**src/rtl/se_relu_arbiter.sv**
```systemverilog
// Round-robin arbiter sharing one ReLU/saturation unit among the FC1 accumulator lanes.
// Results are tagged with their source lane. Credit-based issue keeps the output FIFO from overflowing.
module se_relu_arbiter #(
  parameter int unsigned INT_BITS   = 5,
  parameter int unsigned FRAC_BITS  = 9,
  parameter int unsigned DATA_WIDTH = INT_BITS + FRAC_BITS,
  parameter int unsigned IN_WIDTH   = 2 * DATA_WIDTH - FRAC_BITS + 6,
  parameter int unsigned NUM_REQ    = 4,
  parameter int unsigned ID_W       = 2,
  parameter int unsigned DEPTH      = 2
) (
  input  logic                          clk,
  input  logic                          rst,
  input  logic [NUM_REQ-1:0]            req_valid,
  output logic [NUM_REQ-1:0]            req_ready,
  input  logic [NUM_REQ*IN_WIDTH-1:0]   req_data,
  output logic                          relu_en,
  output logic [IN_WIDTH-1:0]           relu_din,
  input  logic [DATA_WIDTH-1:0]         relu_dout,
  input  logic                          relu_valid,
  output logic                          out_valid,
  input  logic                          out_ready,
  output logic [DATA_WIDTH-1:0]         out_data,
  output logic [ID_W-1:0]               out_id,
  input  logic                          sat_clr,
  output logic [15:0]                   sat_cnt,
  output logic                          err
);

  localparam int unsigned CntW = $clog2(DEPTH + 1);
  localparam int unsigned PtrW = (DEPTH > 1) ? $clog2(DEPTH) : 1;
  localparam logic [DATA_WIDTH-1:0] SatVal = {1'b0, {(DATA_WIDTH - 1){1'b1}}};

  logic [ID_W-1:0]       rr_ptr_q, rr_ptr_d;
  logic                  inflight_q, inflight_d;
  logic [ID_W-1:0]       tag_q, tag_d;
  logic [CntW-1:0]       fifo_cnt_q, fifo_cnt_d;
  logic [PtrW-1:0]       wr_ptr_q, wr_ptr_d;
  logic [PtrW-1:0]       rd_ptr_q, rd_ptr_d;
  logic [15:0]           sat_cnt_q, sat_cnt_d;
  logic                  err_q, err_d;
  logic [DATA_WIDTH-1:0] mem_data_q [DEPTH];
  logic [ID_W-1:0]       mem_id_q   [DEPTH];

  logic            push, pop, credit_ok, gnt_valid;
  logic [ID_W-1:0] gnt_id;
  logic [CntW:0]   occ;
  int unsigned     cand;

  function automatic logic [PtrW-1:0] ptr_inc(input logic [PtrW-1:0] p);
    return (p == PtrW'(DEPTH - 1)) ? '0 : p + 1'b1;
  endfunction

  assign out_valid = (fifo_cnt_q != '0);
  assign pop       = out_valid & out_ready;
  assign push      = relu_valid & inflight_q;

  // Occupancy counts the in-flight result too, so a grant always has a FIFO slot waiting.
  assign occ       = {1'b0, fifo_cnt_q} + (CntW + 1)'(inflight_q) - (CntW + 1)'(pop);
  assign credit_ok = occ < (CntW + 1)'(DEPTH);

  always_comb begin
    gnt_valid = 1'b0;
    gnt_id    = '0;
    cand      = 0;
    if (!rst && credit_ok) begin
      for (int unsigned i = 0; i < NUM_REQ; i++) begin
        cand = (32'(rr_ptr_q) + i) % NUM_REQ;
        if (!gnt_valid && req_valid[cand[ID_W-1:0]]) begin
          gnt_valid = 1'b1;
          gnt_id    = cand[ID_W-1:0];
        end
      end
    end
  end

  always_comb begin
    req_ready = '0;
    relu_en   = gnt_valid;
    relu_din  = '0;
    if (gnt_valid) begin
      req_ready[gnt_id] = 1'b1;
      relu_din          = req_data[32'(gnt_id) * IN_WIDTH +: IN_WIDTH];
    end
  end

  always_comb begin
    rr_ptr_d   = rr_ptr_q;
    inflight_d = gnt_valid;
    tag_d      = tag_q;
    fifo_cnt_d = fifo_cnt_q;
    wr_ptr_d   = wr_ptr_q;
    rd_ptr_d   = rd_ptr_q;
    sat_cnt_d  = sat_cnt_q;
    err_d      = err_q;
    if (gnt_valid) begin
      rr_ptr_d = (32'(gnt_id) == NUM_REQ - 1) ? '0 : gnt_id + 1'b1;
      tag_d    = gnt_id;
    end
    if (push) wr_ptr_d = ptr_inc(wr_ptr_q);
    if (pop)  rd_ptr_d = ptr_inc(rd_ptr_q);
    if (push && !pop)      fifo_cnt_d = fifo_cnt_q + 1'b1;
    else if (!push && pop) fifo_cnt_d = fifo_cnt_q - 1'b1;
    if (relu_valid && !inflight_q) err_d = 1'b1;
    if (sat_clr) begin
      sat_cnt_d = '0;
    end else if (push && relu_dout == SatVal && sat_cnt_q != 16'hFFFF) begin
      sat_cnt_d = sat_cnt_q + 16'd1;
    end
  end

  always_ff @(posedge clk) begin
    if (rst) begin
      rr_ptr_q   <= '0;
      inflight_q <= 1'b0;
      tag_q      <= '0;
      fifo_cnt_q <= '0;
      wr_ptr_q   <= '0;
      rd_ptr_q   <= '0;
      sat_cnt_q  <= '0;
      err_q      <= 1'b0;
    end else begin
      rr_ptr_q   <= rr_ptr_d;
      inflight_q <= inflight_d;
      tag_q      <= tag_d;
      fifo_cnt_q <= fifo_cnt_d;
      wr_ptr_q   <= wr_ptr_d;
      rd_ptr_q   <= rd_ptr_d;
      sat_cnt_q  <= sat_cnt_d;
      err_q      <= err_d;
    end
  end

  // Storage needs no reset: entries are only visible while fifo_cnt is non-zero.
  always_ff @(posedge clk) begin
    if (push) begin
      mem_data_q[wr_ptr_q] <= relu_dout;
      mem_id_q[wr_ptr_q]   <= tag_q;
    end
  end

  assign out_data = out_valid ? mem_data_q[rd_ptr_q] : '0;
  assign out_id   = out_valid ? mem_id_q[rd_ptr_q] : '0;
  assign sat_cnt  = sat_cnt_q;
  assign err      = err_q;

endmodule

```
**config.mk**
```make
export PLATFORM = sky130hd
export DESIGN_NAME = se_relu_arbiter
export DESIGN_NICKNAME = d
export VERILOG_FILES = /design/src/rtl/se_relu_arbiter.sv
export SDC_FILE = /design/constraint.sdc
export NUM_CORES = 1
export LEC_CHECK = 0
export CAP_MARGIN = 15
export CORE_ASPECT_RATIO = 1.75
export CORE_MARGIN = 4
export CORE_UTILIZATION = 39
export DETAILED_ROUTE_END_ITERATION = 6
export PLACE_DENSITY = 0.82
export SETUP_SLACK_MARGIN = 0.3
export SLEW_MARGIN = 20
export SYNTH_ARGS = -nofsm -noshare
export SYNTH_HDL_FRONTEND = slang
export SYNTH_SLANG_ARGS = --single-unit
```
**constraint.sdc**
```tcl
create_clock -name clk -period 3.5 [get_ports clk]
set_input_delay 0.7 -clock clk [delete_from_list [all_inputs] [get_ports clk]]
set_output_delay 0.7 -clock clk [all_outputs]
set_load 0.03 [all_outputs]
```
==> results.sh, run 1 <==
export IMPL_endpoint_kind="output pin"
export IMPL_cp_depth=14
export IMPL_r2r_start="fifo_cnt_q[0]$_SDFFE_PP0P_"
export IMPL_synth_nets=440
export IMPL_wl_met2_um=7370
export IMPL_critPathArrivalTime_ns=2.95
export IMPL_hp_start="tag_q[1]$_SDFFE_PP0P_"
export IMPL_endpoint="relu_din[19]"
export IMPL_setup_slack_ns=-0.146
export IMPL_grt_pass1_vias=3910
export IMPL_power_density_nw_per_um2=908
export IMPL_row_count=44
export IMPL_violations="setup timing"
export IMPL_cts_root_buf="clkbuf_16"
export IMPL_power_uw=6250
export IMPL_critPathBufInv=6
export IMPL_finalCriticalPeriod_ns=3.65
export IMPL_drive_gt1_frac=0.347
export IMPL_path_max_fanout=7
export IMPL_dieHeight_um=129
export IMPL_start_util=0.397
export IMPL_wl_per_cell_um=21.8
export IMPL_crit_start="out_ready"
export IMPL_required_ns=2.80
export IMPL_routed_wl_um=13800
export IMPL_worst_slew_pin_slew_ns=0.755
export IMPL_synth_compound_area_frac=0.0848
export IMPL_htree_levels=3
export IMPL_yosys_area_share_simple=0.142
export IMPL_regToRegSetupSlack_ns=0.99
export IMPL_grt_first_pass_wirelength_um=20600
export IMPL_synth_top_family_by_area="multiplexers"
export IMPL_gp_routability_congestion=0.936
export IMPL_cts_sinks=59
export IMPL_setup_viol_count_final=25
export IMPL_ys_warn_count=0
export IMPL_cpMaxStageDelayCell="fa_2"
export IMPL_cts_tree="built"
export IMPL_route_detailed_drc=0
export IMPL_cap_violations=0
export IMPL_synth_edf_count=32
export IMPL_synth_fa_ha_area_frac=0.0176
export IMPL_drtIter0Drc=175
export IMPL_critPathMaxStageDelay_ns=0.54
export IMPL_final_cells=633
export IMPL_r2r_cells=13
export IMPL_antenna_found_initial=2
export IMPL_nNetsFinal=661
export IMPL_synth_mux_area_frac=0.208
export IMPL_clk_pin_slew_worst_paths_ns=0.05
export IMPL_fill_cells=444
export IMPL_design_area_um2=6880
export IMPL_grt_usage=0.272
export IMPL_max_slew_margin=0.497
export IMPL_final_antenna_net_count=0
export IMPL_synth_async_reset_ratio=0
export IMPL_hold_viol=0
export IMPL_synthFlopType="edfxtp_1"
export IMPL_crit_family="buffers and inverters"
export IMPL_cts_buffers=9
export IMPL_io_buffers=186
export IMPL_final_common_cell="clkdlybuf4s50_1"
export IMPL_synthDistinctLibCells=40
export IMPL_dp_cells=589
export IMPL_first_pass_iters=4
export IMPL_crit_chain="buf_4 -> nand2_8 -> nor2_4 -> o21ai_2 -> fa_2 -> nand3b_1 -> buf_4 -> buf_6 -> buf_6 -> nor2_4 -> nand2_4 -> buf_16 -> o22ai_4 -> buf_6"
export IMPL_report_final_slew_viol_count=0
export IMPL_ys_ff_latch=59
export IMPL_cts_max_path_buffers=2
export IMPL_outcome="complete, but fails checks"
export IMPL_netlist_instances=313
export IMPL_mostFrequentLayoutCells="clkdlybuf4s50_1, nor2_1, buf_6"
export IMPL_synth_seq_area_share=0.458
export IMPL_syn_to_final_growth_pct=110
export IMPL_synth_top_area_cell="edfxtp_1"
export IMPL_top_layer_used="met5"
export IMPL_syn_area_per_cell_um2=10.5
export IMPL_finalSetupTns_ns=-2.21
export IMPL_timing_fmax_ghz=0.274
export IMPL_path_class="in -> out"
export IMPL_vias_per_cell=5.55
export IMPL_io_pins=187
export IMPL_yosys_area_top_type_share=0.293
export IMPL_synth_area_leaders="edfxtp_1, mux2i_1, dfxtp_1, nor2_1, o22ai_1"
export IMPL_cpMostUsedCell="buf_6"
export IMPL_core_area_um2=8260
export IMPL_fin_crit_sh=1.04
export IMPL_rsz0062_at_grt="yes"
export IMPL_placedInstanceArea_um2=5690
export IMPL_insertion_delay_ns=0.33
export IMPL_dp_hpwl_um=9300
export IMPL_wl_met3_um=1250
export IMPL_critPathLaunchType="primary input"
export IMPL_synth_area_um2=3280
export IMPL_via_count=3510
export IMPL_skew_ns=0.00543
export IMPL_wl_met1_um=4530
export IMPL_synth_xor_area_frac=0.0508
export IMPL_vdd_drop_max_mv=0.910
export IMPL_p_leak_uw=0.00252
export IMPL_die_x_um=77.3
export IMPL_worstReg2RegEnd="rr_ptr_q[1]$_SDFFE_PP0P_"
export IMPL_gr_total_overflow=0
export IMPL_die_area_um2=9990
export IMPL_grt_start_max_net_pins=23
export IMPL_min_path_type="reg -> reg"
## metrics by stage
step | setup slack, ns | hold slack (ns) | utilization
detailed placement | -0.794 | 0.456 | 0.690
global route | -0.238 | 0.481 | 0.833
CTS | -0.0881 | 0.469 | 0.809
global placement | -0.680 | 0.453 | 0.690
finish | -0.146 | 0.470 | 0.833
floorplan | 0.148 | 0.419 | -
## state kept, by name, summed over array words and instances (netlist names), named ones only
signal and cells:
mem_data_q 28, err 1, tag_q 2, inflight_q 1
fifo_cnt_q 2, wr_ptr_q 1, sat_cnt 16, mem_id_q 4
rd_ptr_q 1, rr_ptr_q 2
## worst register-to-register path, stage by stage (launching register included)
cell	delay, ns
dfxtp_4	0.37
nor2_4	0.05
inv_4	0.07
nand2_8	0.05
nor2_4	0.14
o21ai_2	0.08
fa_2	0.54
nand3b_1	0.11
buf_4	0.16
buf_6	0.11
or2_4	0.30
ha_4	0.26
mux2i_1	0.12
nor2_1	0.05
## cells in the mapped netlist, drive strengths merged, types with 2 or more instances
master and number:
mux2i 68, nor2 49, edfxtp 32, dfxtp 27
o22ai 26, xor2 17, a21oi 9, buf 9
clkbuf 8, nand3 8, inv 7, nand2 7
and3 6, nand4 6, o21ai 5, and2 4
and4 3, ha 3, nor3 2, or2 2
xnor2 2
## where the power goes
group | switching [uW] | internal (uW)
registers | 61.6 | 831
logic | 2140 | 2220
clock network | 307 | 693
## kinds of logic (layout without fill, tap and decap cells)
logic type / count (synthesis) / count (layout)
DFF: 59 / 59
and+or+nand+nor: 94 / 94
other: 0 / 2
muxes: 68 / 68
buffers and inverters: 25 / 251
adders and majority gates: 4 / 4
xor gates and xnor gates: 19 / 19
AOI/OAI and AO/OA: 44 / 44
## metal layers
metal  GRT usage  vias up
met2       0.525      206
li1            -     1599
met5           0        -
met4       0.125        4
met3      0.0953       37
met1       0.252     1664
## worst min path at each step
stage	cells past startpoint	to	slack, ns
6_report	0	mem_id_q[0][1]$_DFFE_PP_	0.47
5_1_grt	0	mem_id_q[1][1]$_DFFE_PP_	0.48
4_1_cts	0	mem_id_q[0][1]$_DFFE_PP_	0.47
3_5_place_dp	0	mem_id_q[0][1]$_DFFE_PP_	0.46
3_3_place_gp	0	mem_id_q[0][1]$_DFFE_PP_	0.45
2_1_floorplan	0	mem_id_q[0][0]$_DFFE_PP_	0.42
## area by class of cell
class	instances	area, um^2	area share
sequential	59	1510	0.219
inverter	7	31.3	0.00454
clock inverter	7	116	0.0169
antenna	2	5.00	0.000727
clock buffer	9	225	0.0327
multi-input combinational	229	2360	0.343
tap	92	115	0.0167
timing repair buffer	228	2520	0.366
## timing repair
action                     4_1_cts  5_1_grt
hold endpoints to repair         0        0
setup buffers                   15        2
pin swaps                       16       14
hold buffers                     0        0
setup endpoints to repair       31       30
gates resized for setup         96       23
gates cloned                     6        3
Power figures use the tool's default switching activity.
==> run 2, diff against run 1 <==
--- a/config.mk
+++ b/config.mk
@@ -12,6 +12,7 @@
 export DETAILED_ROUTE_END_ITERATION = 6
 export PLACE_DENSITY = 0.82
 export SETUP_SLACK_MARGIN = 0.3
+export SKIP_LAST_GASP = 1
 export SLEW_MARGIN = 20
 export SYNTH_ARGS = -nofsm -noshare
 export SYNTH_HDL_FRONTEND = slang
==> results.sh, run 2 (synthesis results as in run 1) <==
export IMPL_outcome="complete, but fails checks"
export IMPL_violations="setup timing"
export IMPL_critPathArrivalTime_ns=2.94
export IMPL_nNetsFinal=661
export IMPL_setup_slack_ns=-0.143
export IMPL_cts_tree="built"
export IMPL_power_switching_uw=2520
export IMPL_p_leak_uw=0.00252
export IMPL_first_pass_iters=4
export IMPL_p_sw_frac=0.403
export IMPL_endpoint_kind="output pin"
export IMPL_min_path_type="reg -> reg"
export IMPL_cpMostUsedCell="buf_6"
export IMPL_power_uw=6260
export IMPL_antenna_found_initial=3
export IMPL_report_final_slew_viol_count=0
export IMPL_critPathMaxStageDelay_ns=0.54
export IMPL_grt_usage=0.272
export IMPL_final_antenna_net_count=0
export IMPL_pwr_share_comb=0.698
export IMPL_final_cells=633
export IMPL_grt_start_max_net_pins=23
export IMPL_regMostFlops="mem_data_q"
export IMPL_drtIter0Drc=165
export IMPL_placedInstanceArea_um2=5690
export IMPL_p_clk_frac=0.160
export IMPL_dieHeight_um=129
export IMPL_crit_chain="buf_4 -> nand2_8 -> nor2_4 -> o21ai_2 -> fa_2 -> nand3b_1 -> buf_4 -> buf_6 -> buf_6 -> nor2_4 -> nand2_4 -> buf_16 -> o22ai_4 -> buf_6"
export IMPL_routed_wl_um=13900
export IMPL_path_max_fanout=7
export IMPL_die_x_um=77.3
export IMPL_max_slew_margin=0.495
export IMPL_dp_hpwl_um=9300
export IMPL_internal_power_uw=3740
export IMPL_fin_crit_sh=1.04
export IMPL_skew_ns=0.00495
export IMPL_timing_fmax_ghz=0.274
export IMPL_cap_violations=0
export IMPL_cpMaxStageDelayCell="fa_2"
export IMPL_grt_pass1_vias=3927
export IMPL_final_util=0.833
export IMPL_rsz0062_at_grt="yes"
export IMPL_setup_viol_count_final=26
export IMPL_cts_root_buf="clkbuf_16"
export IMPL_die_area_um2=9990
export IMPL_core_area_um2=8260
export IMPL_vias_per_cell=5.51
export IMPL_cts_sinks=59
export IMPL_row_count=44
export IMPL_syn_to_final_growth_pct=110
export IMPL_gp_routability_congestion=0.936
export IMPL_pwr_share_seq=0.142
export IMPL_gr_total_overflow=0
export IMPL_power_density_nw_per_um2=910
export IMPL_critPathLaunchType="primary input"
export IMPL_critPathBufInv=6
export IMPL_route_detailed_drc=0
export IMPL_start_util=0.397
export IMPL_insertion_delay_ns=0.33
export IMPL_cts_buffers=9
export IMPL_cts_hold_buf=0
export IMPL_cts_max_path_buffers=2
export IMPL_wl_per_cell_um=21.9
export IMPL_htree_levels=3
export IMPL_path_class="in -> out"
export IMPL_via_count=3490
export IMPL_finalSetupTns_ns=-2.25
export IMPL_hold_viol=0
export IMPL_dp_cells=589
export IMPL_vdd_drop_max_mv=0.910
export IMPL_mostFrequentLayoutCells="clkdlybuf4s50_1, nor2_1, buf_6"
export IMPL_clk_pin_slew_worst_paths_ns=0.05
export IMPL_worst_slew_pin_slew_ns=0.758
export IMPL_io_buffers=186
export IMPL_finalCriticalPeriod_ns=3.64
export IMPL_design_area_um2=6880
export IMPL_final_common_cell="clkdlybuf4s50_1"
export IMPL_io_pins=187
export IMPL_largest_reg_flops=28
export IMPL_drive_gt1_frac=0.347
export IMPL_grt_first_pass_wirelength_um=20600
export IMPL_required_ns=2.80
export IMPL_crit_family="buffers and inverters"
[run 2: power groups by stage]
| stage | sequential [uW] | clock (uW) | combinational, uW |
|---|---|---|---|
| floorplan | 893 | 0 | 2120 |
| global route | 899 | 1040 | 4550 |
| detailed placement | 909 | 0 | 3180 |
| CTS | 890 | 1000 | 4050 |
| finish | 891 | 1000 | 4370 |
| global placement | 904 | 0 | 3130 |
[run 2: stage by stage]
step	hold slack (ns)	worst slack [ns]
after global placement	0.453	-0.680
after floorplan	0.419	0.148
after detailed placement	0.456	-0.794
after CTS	0.469	-0.0899
after global routing	0.481	-0.233
final	0.469	-0.143
[run 2: area by class of cell]
type	count	area (um^2)
tap	92	115
sequential	59	1510
fill	435	1380
clock buffer	9	225
antenna	2	5.00
timing repair buffer	228	2510
clock inverter	7	116
inverter	7	31.3
multi-input combinational	229	2360
[run 2: worst reg2reg max path: stages (launching register included)]
cell and delay, ns:
dfxtp_4 0.36, nor2_4 0.14, inv_4 0.06, nand2_8 0.07, nor2_4 0.04, buf_6 0.11, fa_2 0.52, nand3b_1 0.11
buf_4 0.16, buf_6 0.11, or2_4 0.30, ha_4 0.26, mux2i_1 0.12, nor2_1 0.05
[run 2: repair_timing]
item,4_1_cts,5_1_grt
pin swaps,16,14
gates resized for setup,95,23
gates cloned,6,3
setup buffers,15,2
endpoints found under the setup margin,31,30
[run 2: worst paths after layout]
path | startpoint | to | slack (ns) | cells after the start
hold reg to reg | tag_q[1]$_SDFFE_PP0P_ | mem_id_q[1][1]$_DFFE_PP_ | 0.47 | 0
hold / removal | tag_q[1]$_SDFFE_PP0P_ | mem_id_q[1][1]$_DFFE_PP_ | 0.47 | 0
setup reg to reg | fifo_cnt_q[0]$_SDFFE_PP0P_ | rr_ptr_q[1]$_SDFFE_PP0P_ | 0.98 | 13
setup / recovery | out_ready | relu_din[19] | -0.14 | 14
[run 2: layer usage]
| layer | global-route usage | vias to the layer above | share of wire |
|---|---|---|---|
| met1 | 0.254 | 1668 | 0.33 |
| met3 | 0.0939 | 34 | 0.091 |
| met4 | 0.125 | 4 | 0.040 |
| met5 | 0 | - | 0.0016 |
| met2 | 0.523 | 188 | 0.54 |
| li1 | - | 1596 | - |
==> run 3, diff against run 2 <==
--- a/config.mk
+++ b/config.mk
@@ -12,6 +12,7 @@
 export DETAILED_ROUTE_END_ITERATION = 6
 export PLACE_DENSITY = 0.82
 export SETUP_SLACK_MARGIN = 0.3
+export SKIP_CTS_REPAIR_TIMING = 1
 export SKIP_LAST_GASP = 1
 export SLEW_MARGIN = 20
 export SYNTH_ARGS = -nofsm -noshare
==> results.sh, run 3 (synthesis results as in run 1) <==
export IMPL_outcome="complete, but fails checks"
export IMPL_violations="setup timing"
export IMPL_min_path_type="reg -> reg"
export IMPL_critPathLaunchType="flip-flop"
export IMPL_critPathMaxStageDelay_ns=0.54
export IMPL_routed_wl_um=12700
export IMPL_pwr_share_seq=0.155
export IMPL_largest_reg_flops=28
export IMPL_cap_violations=0
export IMPL_die_x_um=77.3
export IMPL_cp_depth=14
export IMPL_path_class="reg -> out"
export IMPL_worst_slew_pin_slew_ns=0.761
export IMPL_endpoint="relu_din[13]"
export IMPL_hold_viol=0
export IMPL_fill_cells=498
export IMPL_grt_start_max_net_pins=33
export IMPL_die_area_um2=9990
export IMPL_vdd_drop_max_mv=0.536
export IMPL_grt_first_pass_wirelength_um=17700
export IMPL_setup_slack_ns=-0.176
export IMPL_wl_per_cell_um=20.5
export IMPL_regToRegSetupSlack_ns=0.85
export IMPL_regMostFlops="mem_data_q"
export IMPL_cpMaxStageDelayCell="fa_2"
export IMPL_grt_usage=0.231
export IMPL_nNetsFinal=650
export IMPL_design_area_um2=6620
export IMPL_dieHeight_um=129
export IMPL_final_common_cell="clkdlybuf4s50_1"
export IMPL_power_uw=5770
export IMPL_finalSetupTns_ns=-2.58
export IMPL_via_count=3422
export IMPL_cts_tree="built"
export IMPL_p_leak_uw=0.00244
export IMPL_finalCriticalPeriod_ns=3.68
export IMPL_syn_to_final_growth_pct=102
export IMPL_clk_pin_slew_worst_paths_ns=0.05
export IMPL_cts_root_buf="clkbuf_16"
export IMPL_io_pins=187
export IMPL_internal_power_uw=3440
export IMPL_crit_start="fifo_cnt_q[0]$_SDFFE_PP0P_"
export IMPL_max_slew_margin=0.493
export IMPL_power_density_nw_per_um2=871
export IMPL_htree_levels=3
export IMPL_route_detailed_drc=0
export IMPL_dp_slack_ns=-0.794
export IMPL_worstReg2RegEnd="rr_ptr_q[1]$_SDFFE_PP0P_"
export IMPL_timing_fmax_ghz=0.272
export IMPL_dp_hpwl_um=9300
export IMPL_critPathBufInv=4
export IMPL_power_switching_uw=2330
export IMPL_grt_pass1_vias=3563
export IMPL_gr_total_overflow=0
export IMPL_r2r_cells=14
export IMPL_first_pass_iters=4
export IMPL_cpMostUsedCell="nor2_4"
export IMPL_fin_crit_sh=1.05
export IMPL_cts_sinks=59
export IMPL_row_count=44
export IMPL_drtIter0Drc=143
export IMPL_io_buffers=186
export IMPL_r2r_start="fifo_cnt_q[0]$_SDFFE_PP0P_"
export IMPL_vias_per_cell=5.51
export IMPL_setup_viol_count_final=24
export IMPL_path_max_fanout=16
export IMPL_final_antenna_net_count=0
export IMPL_placedInstanceArea_um2=5690
export IMPL_gp_routability_congestion=0.936
export IMPL_critPathArrivalTime_ns=2.98
export IMPL_cts_buffers=9
export IMPL_cts_max_path_buffers=2
export IMPL_insertion_delay_ns=0.32
export IMPL_rsz0062_at_grt="yes"
export IMPL_required_ns=2.80
export IMPL_endpoint_kind="output pin"
export IMPL_core_area_um2=8260
export IMPL_drive_gt1_frac=0.320
export IMPL_report_final_slew_viol_count=0
export IMPL_mostFrequentLayoutCells="clkdlybuf4s50_1, nor2_1, edfxtp_1"
export IMPL_antenna_found_initial=4
export IMPL_crit_family="buffers and inverters"
export IMPL_crit_chain="nor2_4 -> inv_4 -> nand2_8 -> nor2_4 -> o21ai_2 -> fa_2 -> nand3b_1 -> a21oi_2 -> o31ai_4 -> buf_6 -> buf_12 -> mux2i_1 -> o22ai_4 -> buf_4"
export IMPL_holdPathStages=0
export IMPL_pwr_share_comb=0.672
export IMPL_skew_ns=0.00455
export IMPL_p_clk_frac=0.173
export IMPL_p_sw_frac=0.404
export IMPL_start_util=0.397
-- run 3: how the worst min path moves through the flow --
stage | startpoint | to | slack [ns]
after floorplan | tag_q[0]$_SDFFE_PP0P_ | mem_id_q[0][0]$_DFFE_PP_ | 0.42
after global placement | tag_q[1]$_SDFFE_PP0P_ | mem_id_q[0][1]$_DFFE_PP_ | 0.45
after detailed placement | tag_q[1]$_SDFFE_PP0P_ | mem_id_q[0][1]$_DFFE_PP_ | 0.46
after CTS | tag_q[1]$_SDFFE_PP0P_ | mem_id_q[0][1]$_DFFE_PP_ | 0.47
after global routing | tag_q[1]$_SDFFE_PP0P_ | mem_id_q[1][1]$_DFFE_PP_ | 0.48
final | tag_q[1]$_SDFFE_PP0P_ | mem_id_q[0][1]$_DFFE_PP_ | 0.48
-- run 3: area by class of cell --
type / instances / area [um^2] / share of cell area
clock buffers: 9 / 225 / 0.0340
inverters: 7 / 31.3 / 0.00472
multi-input cells: 229 / 2330 / 0.352
clock inverters: 7 / 116 / 0.0176
well taps: 92 / 115 / 0.0174
repair buffers: 217 / 2290 / 0.346
flip-flops and latches: 59 / 1510 / 0.228
diodes: 1 / 2.50 / 0.000378
-- run 3: per-stage QoR --
stage          cells  utilization  hold slack (ns)
2_1_floorplan    313            -            0.419
3_3_place_gp     589        0.690            0.453
3_5_place_dp     589        0.690            0.456
4_1_cts          605        0.731            0.469
5_1_grt          620        0.802            0.481
6_report         621        0.802            0.480
-- run 3: per-layer routing --
| layer | part of all wire | wire, um | track usage |
|---|---|---|---|
| met2 | 0.55 | 6940 | 0.438 |
| met1 | 0.32 | 4020 | 0.219 |
| met3 | 0.096 | 1230 | 0.0869 |
| met4 | 0.038 | 486 | 0.0996 |
| met5 | 0.0036 | 46 | 0 |
-- run 3: power groups by stage --
stage	logic, uW	registers (uW)	clock network (uW)
after floorplan	2120	893	0
after global placement	3130	904	0
after detailed placement	3180	909	0
after CTS	3210	897	1010
after global routing	4070	906	1040
final	3880	897	997
